--- config.mk ---
export PLATFORM = sky130hd
export DESIGN_NAME = led_hub75_scan_ctrl
export DESIGN_NICKNAME = d
export VERILOG_FILES = /design/src/rtl/led_hub75_scan_ctrl.sv
export SDC_FILE = /design/constraint.sdc
export NUM_CORES = 1
export LEC_CHECK = 0
export ABC_CLOCK_PERIOD_IN_PS = 5400
export CAP_MARGIN = 0
export CORE_MARGIN = 2
export CORE_UTILIZATION = 50
export CTS_CLUSTER_DIAMETER = 40
export DETAILED_ROUTE_END_ITERATION = 10
export HOLD_SLACK_MARGIN = 0.08
export PLACE_DENSITY_LB_ADDON = 0.2
export RECOVER_POWER = 100
export SLEW_MARGIN = 20
export SYNTH_ARGS = -nofsm -noshare
export SYNTH_HDL_FRONTEND = slang
export SYNTH_SLANG_ARGS = --single-unit
--- constraint.sdc ---
create_clock -name in_clk -period 5.4 [get_ports in_clk]
set_input_delay 1.08 -clock in_clk [delete_from_list [all_inputs] [get_ports in_clk]]
set_output_delay 1.08 -clock in_clk [all_outputs]
set_load 0.03 [all_outputs]
--- src/rtl/led_hub75_scan_ctrl.sv ---
// HUB75/HUB75E scan and timing generator: panel clock, latch, OE, row address,
// PWM compare code and AL422 read-pointer rewind, driven by the decoder's pixel strobe.
module led_hub75_scan_ctrl #(
    parameter int unsigned PIXEL_COUNT    = 64,
    parameter int unsigned SCAN_ROWS      = 8,
    parameter int unsigned PWM_BITS       = 8,
    parameter int unsigned OE_PREDELAY    = 2,
    parameter int unsigned OE_POSTDELAY   = 2,
    parameter int unsigned BIT_REVERSE    = 1,
    parameter int unsigned OE_ACTIVE_LOW  = 1,
    parameter int unsigned LAT_ACTIVE_LOW = 0,
    parameter int unsigned CLK_ON_FALL    = 0
) (
    input  logic                in_clk,
    input  logic                in_nrst,
    input  logic                pix_strobe,
    input  logic                enable,
    input  logic [7:0]          brightness,
    output logic                led_clk_out,
    output logic                led_lat_out,
    output logic                led_oe_out,
    output logic [4:0]          led_row,
    output logic [PWM_BITS-1:0] pwm_code,
    output logic                fifo_nrst,
    output logic                frame_start
);

    localparam int unsigned PCW = $clog2(PIXEL_COUNT);
    localparam int unsigned RW  = $clog2(SCAN_ROWS);
    localparam int unsigned OW  = PCW + 1;
    localparam int unsigned PW  = PWM_BITS;
    localparam int unsigned W   = PIXEL_COUNT - OE_PREDELAY - OE_POSTDELAY;

    localparam logic [PCW-1:0] PIX_LAST = PCW'(PIXEL_COUNT - 1);
    localparam logic [PCW-1:0] PIX_INIT = PCW'(PIXEL_COUNT - 2);
    localparam logic [PCW-1:0] PIX_FIFO = PCW'(PIXEL_COUNT - 3);
    localparam logic [RW-1:0]  ROW_LAST = RW'(SCAN_ROWS - 1);
    localparam logic [RW-1:0]  ROW_INIT = RW'(SCAN_ROWS - 2);
    localparam logic [PW-1:0]  PWM_MAX  = PW'((2 ** PW) - 2);
    localparam logic [OW-1:0]  OE_ON    = OW'(OE_POSTDELAY);
    localparam logic [OW-1:0]  ON_FULL  = OW'(W);

    logic [PCW-1:0] r_pixel_cnt;
    logic [RW-1:0]  r_row;
    logic [PW-1:0]  r_pwm_cnt;
    logic [7:0]     r_b_q;
    logic [OW-1:0]  r_on_len;
    logic           r_clk;
    logic           r_lat;
    logic           r_oe;
    logic           r_fifo_nrst;
    logic           r_frame_start;

    logic           w_lat;
    logic           w_frame;
    logic           w_fifo_rewind;
    logic [PCW-1:0] w_pix_next;
    logic [OW-1:0]  w_pix_next_ext;
    logic [RW-1:0]  w_row_next;
    logic [PW-1:0]  w_pwm_next;
    logic [OW-1:0]  w_on_end;
    logic [19:0]    w_prod;
    logic [OW-1:0]  w_on_len_calc;
    logic [PW-1:0]  w_pwm_rev;

    assign w_lat          = pix_strobe && (r_pixel_cnt == PIX_LAST);
    assign w_frame        = w_lat && (r_row == ROW_LAST);
    assign w_fifo_rewind  = pix_strobe && (r_pixel_cnt == PIX_FIFO) && (r_row == ROW_LAST);
    assign w_pix_next     = (r_pixel_cnt == PIX_LAST) ? '0 : r_pixel_cnt + PCW'(1);
    assign w_pix_next_ext = OW'(w_pix_next);
    assign w_row_next     = (r_row == ROW_LAST) ? '0 : r_row + RW'(1);
    assign w_pwm_next     = (r_pwm_cnt == PWM_MAX) ? '0 : r_pwm_cnt + PW'(1);
    assign w_on_end       = OE_ON + r_on_len;
    assign w_prod         = 20'(W) * (20'(r_b_q) + 20'd1);
    assign w_on_len_calc  = OW'(w_prod[19:8]);

    // Bit-reversed PWM counter spreads on-time across frames (dithered PWM)
    always_comb begin
        w_pwm_rev = '0;
        for (int i = 0; i < int'(PW); i++) begin
            w_pwm_rev[i] = r_pwm_cnt[PW-1-i];
        end
    end

    // Pixel and row counters; start two pixels early because the decoder prefetches
    always_ff @(posedge in_clk or negedge in_nrst) begin
        if (!in_nrst) begin
            r_pixel_cnt <= PIX_INIT;
            r_row       <= ROW_INIT;
        end else if (pix_strobe) begin
            r_pixel_cnt <= w_pix_next;
            if (w_lat) begin
                r_row <= w_row_next;
            end
        end
    end

    // Per-frame state: PWM step, brightness capture, OE window length
    always_ff @(posedge in_clk or negedge in_nrst) begin
        if (!in_nrst) begin
            r_pwm_cnt <= PWM_MAX;
            r_b_q     <= 8'hFF;
            r_on_len  <= ON_FULL;
        end else begin
            if (w_frame) begin
                r_pwm_cnt <= w_pwm_next;
                r_b_q     <= brightness;
            end
            r_on_len <= w_on_len_calc;
        end
    end

    // Single-cycle strobes: shift clock, latch, frame marker and FIFO rewind
    always_ff @(posedge in_clk or negedge in_nrst) begin
        if (!in_nrst) begin
            r_clk         <= 1'b0;
            r_lat         <= 1'b0;
            r_frame_start <= 1'b0;
            r_fifo_nrst   <= 1'b1;
        end else begin
            r_clk         <= pix_strobe;
            r_lat         <= w_lat;
            r_frame_start <= w_frame;
            r_fifo_nrst   <= !w_fifo_rewind;
        end
    end

    // OE window: opens at the post-latch guard, closes after on_len pixels or on blanking
    always_ff @(posedge in_clk or negedge in_nrst) begin
        if (!in_nrst) begin
            r_oe <= 1'b0;
        end else if (!enable) begin
            r_oe <= 1'b0;
        end else if (pix_strobe) begin
            if ((w_pix_next_ext == OE_ON) && (r_on_len != '0)) begin
                r_oe <= 1'b1;
            end else if (w_pix_next_ext == w_on_end) begin
                r_oe <= 1'b0;
            end
        end
    end

    assign led_clk_out = r_clk ^ (CLK_ON_FALL != 0);
    assign led_lat_out = r_lat ^ (LAT_ACTIVE_LOW != 0);
    assign led_oe_out  = r_oe ^ (OE_ACTIVE_LOW != 0);
    assign led_row     = 5'(r_row);
    assign pwm_code    = (BIT_REVERSE != 0) ? w_pwm_rev : r_pwm_cnt;
    assign fifo_nrst   = r_fifo_nrst;
    assign frame_start = r_frame_start;

endmodule
# Word-level counts from Yosys, hierarchy flattened
# Index checks and enable logic that the tools add are counted.
dict set report totals {
  register_bits 37
  in_bits 12
  out_inout_bits 18
  elab_cells 41
}
dict set report classes {
  addsub 5
  multipliers 1
  eq_ne 8
  muxes 7
  bitwise_logic 1
  n_reduce_logical 9
}
# operator n
set ops {}
lappend ops {{$mul 4x9->13 const A} 1}
lappend ops {{$eq 6x6->1 const B} 2}
lappend ops {{$add 8x1->9 const B} 1}
lappend ops {{$add 8x1->8 const B} 1}
lappend ops {{$eq 8x8->1 const B} 1}
lappend ops {{$mux 8} 1}
lappend ops {{$add 2x7->7 const A} 1}
lappend ops {{$eq 6x7->1} 1}
lappend ops {{$reduce_bool 7->1} 1}
lappend ops {{$add 6x1->6 const B} 1}
lappend ops {{$eq 6x2->1 const B} 1}
lappend ops {{$mux 6} 1}
lappend ops {{$logic_and 1x1->1} 5}
lappend ops {{$mux 1} 4}
lappend ops {{$reduce_and 2->1} 2}
lappend ops {{$add 3x1->3 const B} 1}
lappend ops {{$eq 3x3->1 const B} 1}
lappend ops {{$mux 3} 1}
lappend ops {{$ne 3x1->1 const B} 1}
lappend ops {{$ne 2x2->1 const B} 1}
lappend ops {{$logic_not 1->1} 1}
lappend ops {{$not 1->1} 1}

# Longest topological paths before layout
dict set report depth {
  ltp_word 7
  ltp_mapped 15
}

# Worst setup path before layout
# No wires, ideal clock.
dict set report synth_timing {
  kind {register to register}
  from {register r_b_q[2]}
  to {register r_on_len[6]}
  setup_time_ns 0.080
  arrival_ns 3.397
  t_required_ns 5.320
  path_slack_ns 1.923
  path_stages_with_launch 16
  path_buffers 0
  synth_period_minus_slack_ns 3.477
  path_cell_list {dfstp_2 > and2_1 > and4_1 > nand3_1 > xnor2_1 > inv_1 > fa_1 > inv_1 > ha_1 > ha_1 > a211oi_1 > nor2_1 > a31oi_1 > nor2b_1 > nor2_1 > xnor2_1}
}
dict set report synth_between {
  elab_chain_cells 2
}
# element line
set synth_lines {}
lappend synth_lines {{from (decl)} 46} ;# logic [7:0] r_b_q;
lappend synth_lines {{from (signal assigned)} 107} ;# r_b_q <= brightness;
lappend synth_lines {{$add 8x1->9} 74} ;# assign w_prod = 20'(W) * (20'(r_b_q) + 20'd1);
lappend synth_lines {{$mul 4x9->13} 74}
lappend synth_lines {{named net w_prod[14]} 62} ;# logic [19:0] w_prod;
lappend synth_lines {{to (signal assigned)} 109} ;# r_on_len <= w_on_len_calc;
lappend synth_lines {{to (decl)} 47} ;# logic [OW-1:0] r_on_len;
# The timed path passes the listed nets, and every way through them passes these cells.
# A chain may end at the register's enable or synchronous reset.

# Final worst setup path
# Ends and elaborated chain as after synthesis.

==> flow_summary.json <==
{
  "drt-initial-drc-count": 102,
  "p_comb_frac": 0.189,
  "syn_area_um2": 2660,
  "initial_core_util": 0.521,
  "yosysSeqAreaShare": 0.360,
  "ys_ff_latch": 37,
  "arrival_ps": 4040,
  "r2r_setup_slack_ps": 1570,
  "swShare": 0.288,
  "pin_count": 30,
  "layout.nets": 359,
  "drv_slew": 38,
  "critPathLaunch": "r_b_q[2]$_DFFE_PN1P_",
  "worst_pin_slew_ps": 1900,
  "use_met2": 0.304,
  "n_antenna_cell": 0,
  "crit_fanout": 5,
  "critical-path-max-stage-delay_ps": 600,
  "num-fill-cells": 476,
  "routed_wl_um": 4570,
  "power.density_nw_per_um2": 220,
  "start_kind": "register",
  "p_int_mw": 0.477,
  "pwr-share-clk": 0.301,
  "tns_ps": 0,
  "clk_pin_slew_worst_paths_ps": 70,
  "post-cts-setup-buffers": 0,
  "routedWlPerCell_um": 11.9,
  "rsz0062_at_grt": "false",
  "place_ws_ps": 1660,
  "die_h_um": 77.0,
  "path_class": "register to register",
  "p_switching_mw": 0.193,
  "drc": 0,
  "synth.distinct_cells": 41,
  "drive_above_1_share": 0.125,
  "routabilityCongestion": 0.796,
  "fin_ws_ps": 1570,
  "worstPathCellList": "and2_0, and4_1, nand3_1, xnor2_1, inv_1, fa_1, inv_1, ha_1, ha_1, a211oi_1, nor2_1, a31oi_1, nor2b_1, nor2_1, xnor2_1",
  "ys.flop_type": "dfstp_2",
  "p_leak_nw": 1.46,
  "required_ps": 5610,
  "rows": 26,
  "grt_pass1_wl_um": 8250,
  "min_to": "r_b_q[6]$_DFFE_PN1P_",
  "post_cts_resized": 0,
  "first_global_vias": 1955,
  "fp.dieW_um": 77.0,
  "drv_cap": 1,
  "worstHoldStart": "r_b_q[6]$_DFFE_PN1P_",
  "cts-root-buf": "clkbuf_8",
  "finalHoldViolCount": 0,
  "hp-class": "register to register",
  "worst_path_max_delay_cell": "dfstp_1",
  "finalClockSkew_ps": 4.34,
  "clock_sinks": 37,
  "gr-usage-met3": 0.0365,
  "status": "finished with violations",
  "netlist.area_leader.share": 0.266,
  "ys_async_sr_fraction": 1.00,
  "reg2reg_to": "r_on_len[6]$_DFF_PN0_",
  "period_share": 0.709,
  "regArea_um2": 960,
  "dieArea_um2": 5930,
  "cts-hold-fix-buffers": 0,
  "postSynthCellCount": 284,
  "rr_worst_depth": 15,
  "hpwl_um": 3500,
  "min_period_ps": 3830,
  "ant_nets": 0,
  "synth_edf_count": 0,
  "drt-pass1-iter-count": 4,
  "peakVddDrop_mv": 0.164,
  "yosysTopAreaCell": "dfstp_2",
  "fmax_ghz": 0.261,
  "relSlewSlack": -0.270,
  "synthTopCellsByArea": "dfstp_2 (27%), ha_1 (13%), dfrtp_1 (9.4%)",
  "gr-total-overflow": 0,
  "core_um2": 5110,
  "hold_path_depth": 2,
  "multi_input_area_um2": 1530,
  "area_growth_syn_to_layout_pct": 14.7,
  "timing.rr.start": "r_b_q[2]$_DFFE_PN1P_",
  "globalRoute.busiestLayer": "met2",
  "vias": 1944,
  "setup_viol": 0,
  "grt_max_degree": 38,
  "yosysWarnings": 0,
  "htree_levels": 2,
  "gr-usage-all-layers": 0.170,
  "cts_buffers": 5,
  "worstSkewPairLatency_ps": 290,
  "crit_path_end_kind": "register",
  "cts_tree": "done",
  "via_per_inst": 5.08,
  "antenna_found_initial": 0,
  "clockBufferDepth": 2,
  "io_buffers": 27,
  "met1_usage": 0.206,
  "syn_avg_cell_area_um2": 9.38,
  "p_seq_frac": 0.510,
  "violations": "max-capacitance violations, max-slew violations"
}
-- kinds of logic after synthesis --
logic type | count (synthesis) | share of synthesized area
xor gates and xnor gates | 33 | 0.109
muxes | 7 | 0.0287
buffers and inverters | 37 | 0.0573
AOI/OAI and AO/OA | 35 | 0.0747
other | 1 | 0.00141
DFF | 37 | 0.360
adders and majority gates | 36 | 0.191
and+or+nand+nor | 98 | 0.178
-- sequential cells by signal (all words and copies together), names as in the netlist --
register	count
r_b_q	8
r_pwm_cnt	8
r_on_len	7
r_pixel_cnt	6
r_row	3
fifo_nrst	1
frame_start	1
led_clk_out	1
led_lat_out	1
r_oe	1
-- power groups by stage --
stage | combinational (mW) | clock [mW] | sequential [mW]
2_1_floorplan | 0.0897 | 0 | 0.347
6_report | 0.127 | 0.202 | 0.342
5_1_grt | 0.145 | 0.225 | 0.347
3_5_place_dp | 0.129 | 0 | 0.347
3_3_place_gp | 0.128 | 0 | 0.346
4_1_cts | 0.130 | 0.209 | 0.342
-- final cells by class --
| class | count | share of cell area |
|---|---|---|
| clock buffers | 6 | 0.0270 |
| clock inverters | 2 | 0.00451 |
| inverters | 30 | 0.0373 |
| multi-input cells | 211 | 0.502 |
| flip-flops and latches | 37 | 0.314 |
| well taps | 70 | 0.0287 |
| repair buffers | 27 | 0.0865 |
-- synth_stat cells (2+ instances only) --
| cell | number |
|---|---|
| mux2i_1 | 2 |
| nand2_1 | 37 |
| mux2_2 | 5 |
| clkbuf_1 | 3 |
| and2_1 | 2 |
| a21oi_1 | 8 |
| nor3_1 | 3 |
| nor2_1 | 22 |
| dfstp_2 | 27 |
| or3_1 | 2 |
| and3_1 | 2 |
| a211oi_1 | 2 |
| xnor2_1 | 15 |
| fa_1 | 8 |
| o21ai_0 | 17 |
| nand4_1 | 6 |
| buf_4 | 3 |
| nor2b_1 | 2 |
| and4_1 | 2 |
| a31oi_1 | 2 |
| ha_1 | 27 |
| nor4_1 | 2 |
| dfrtp_1 | 10 |
| nand2b_1 | 2 |
| xor2_1 | 18 |
| nand3_1 | 12 |
| inv_1 | 29 |
-- metrics by stage --
step | instances | hold slack, ps | total power, mW | area (µm²) | util
floorplan | 285 | 450 | 0.437 | 2670 | -
global placement | 375 | 469 | 0.474 | 2980 | 0.584
detailed placement | 375 | 469 | 0.476 | 2980 | 0.584
CTS | 383 | 480 | 0.680 | 3080 | 0.602
global route | 383 | 510 | 0.717 | 3050 | 0.598
finish | 383 | 481 | 0.670 | 3050 | 0.598
-- worst max-delay path: cells and delay by family (launching register included) --
family	cells	cell delay [ps]
AO/OA/AOI/OAI	2	470
flip-flops	1	600
XOR/XNOR	2	400
buffers and inverters	2	240
AND/OR/NAND/NOR	6	820
adder cells (fa/ha/maj)	3	1210
-- worst max-delay path by stage --
stage,to,cells past startpoint
after CTS,r_on_len[6]$_DFF_PN0_,15
after global routing,r_on_len[6]$_DFF_PN0_,15
final,r_on_len[6]$_DFF_PN0_,15
after floorplan,r_on_len[6]$_DFF_PN0_,15
after detailed placement,r_on_len[6]$_DFF_PN0_,15
after global placement,r_on_len[6]$_DFF_PN0_,14
-- layer usage --
layer	wire (µm)	vias up
met3	134	4
li1	-	991
met5	0	-
met4	45	0
met2	2220	31
met1	2160	918
-- layout by cell type (no fill, tap or decap), types with 3 or more instances in the layout --
master and count:
nand2_1 38, inv_1 29, ha_1 27, dfstp_2 25, nor2_1 22, xor2_1 18
o21ai_0 17, dlygate4sd3_1 17, xnor2_1 15, nand3_1 12, dfrtp_1 10, clkdlybuf4s50_1 9
a21oi_1 8, fa_1 8, nand4_1 7, clkbuf_8 6, mux2_2 5, nor3_1 3
Power figures use the tool's default switching activity.
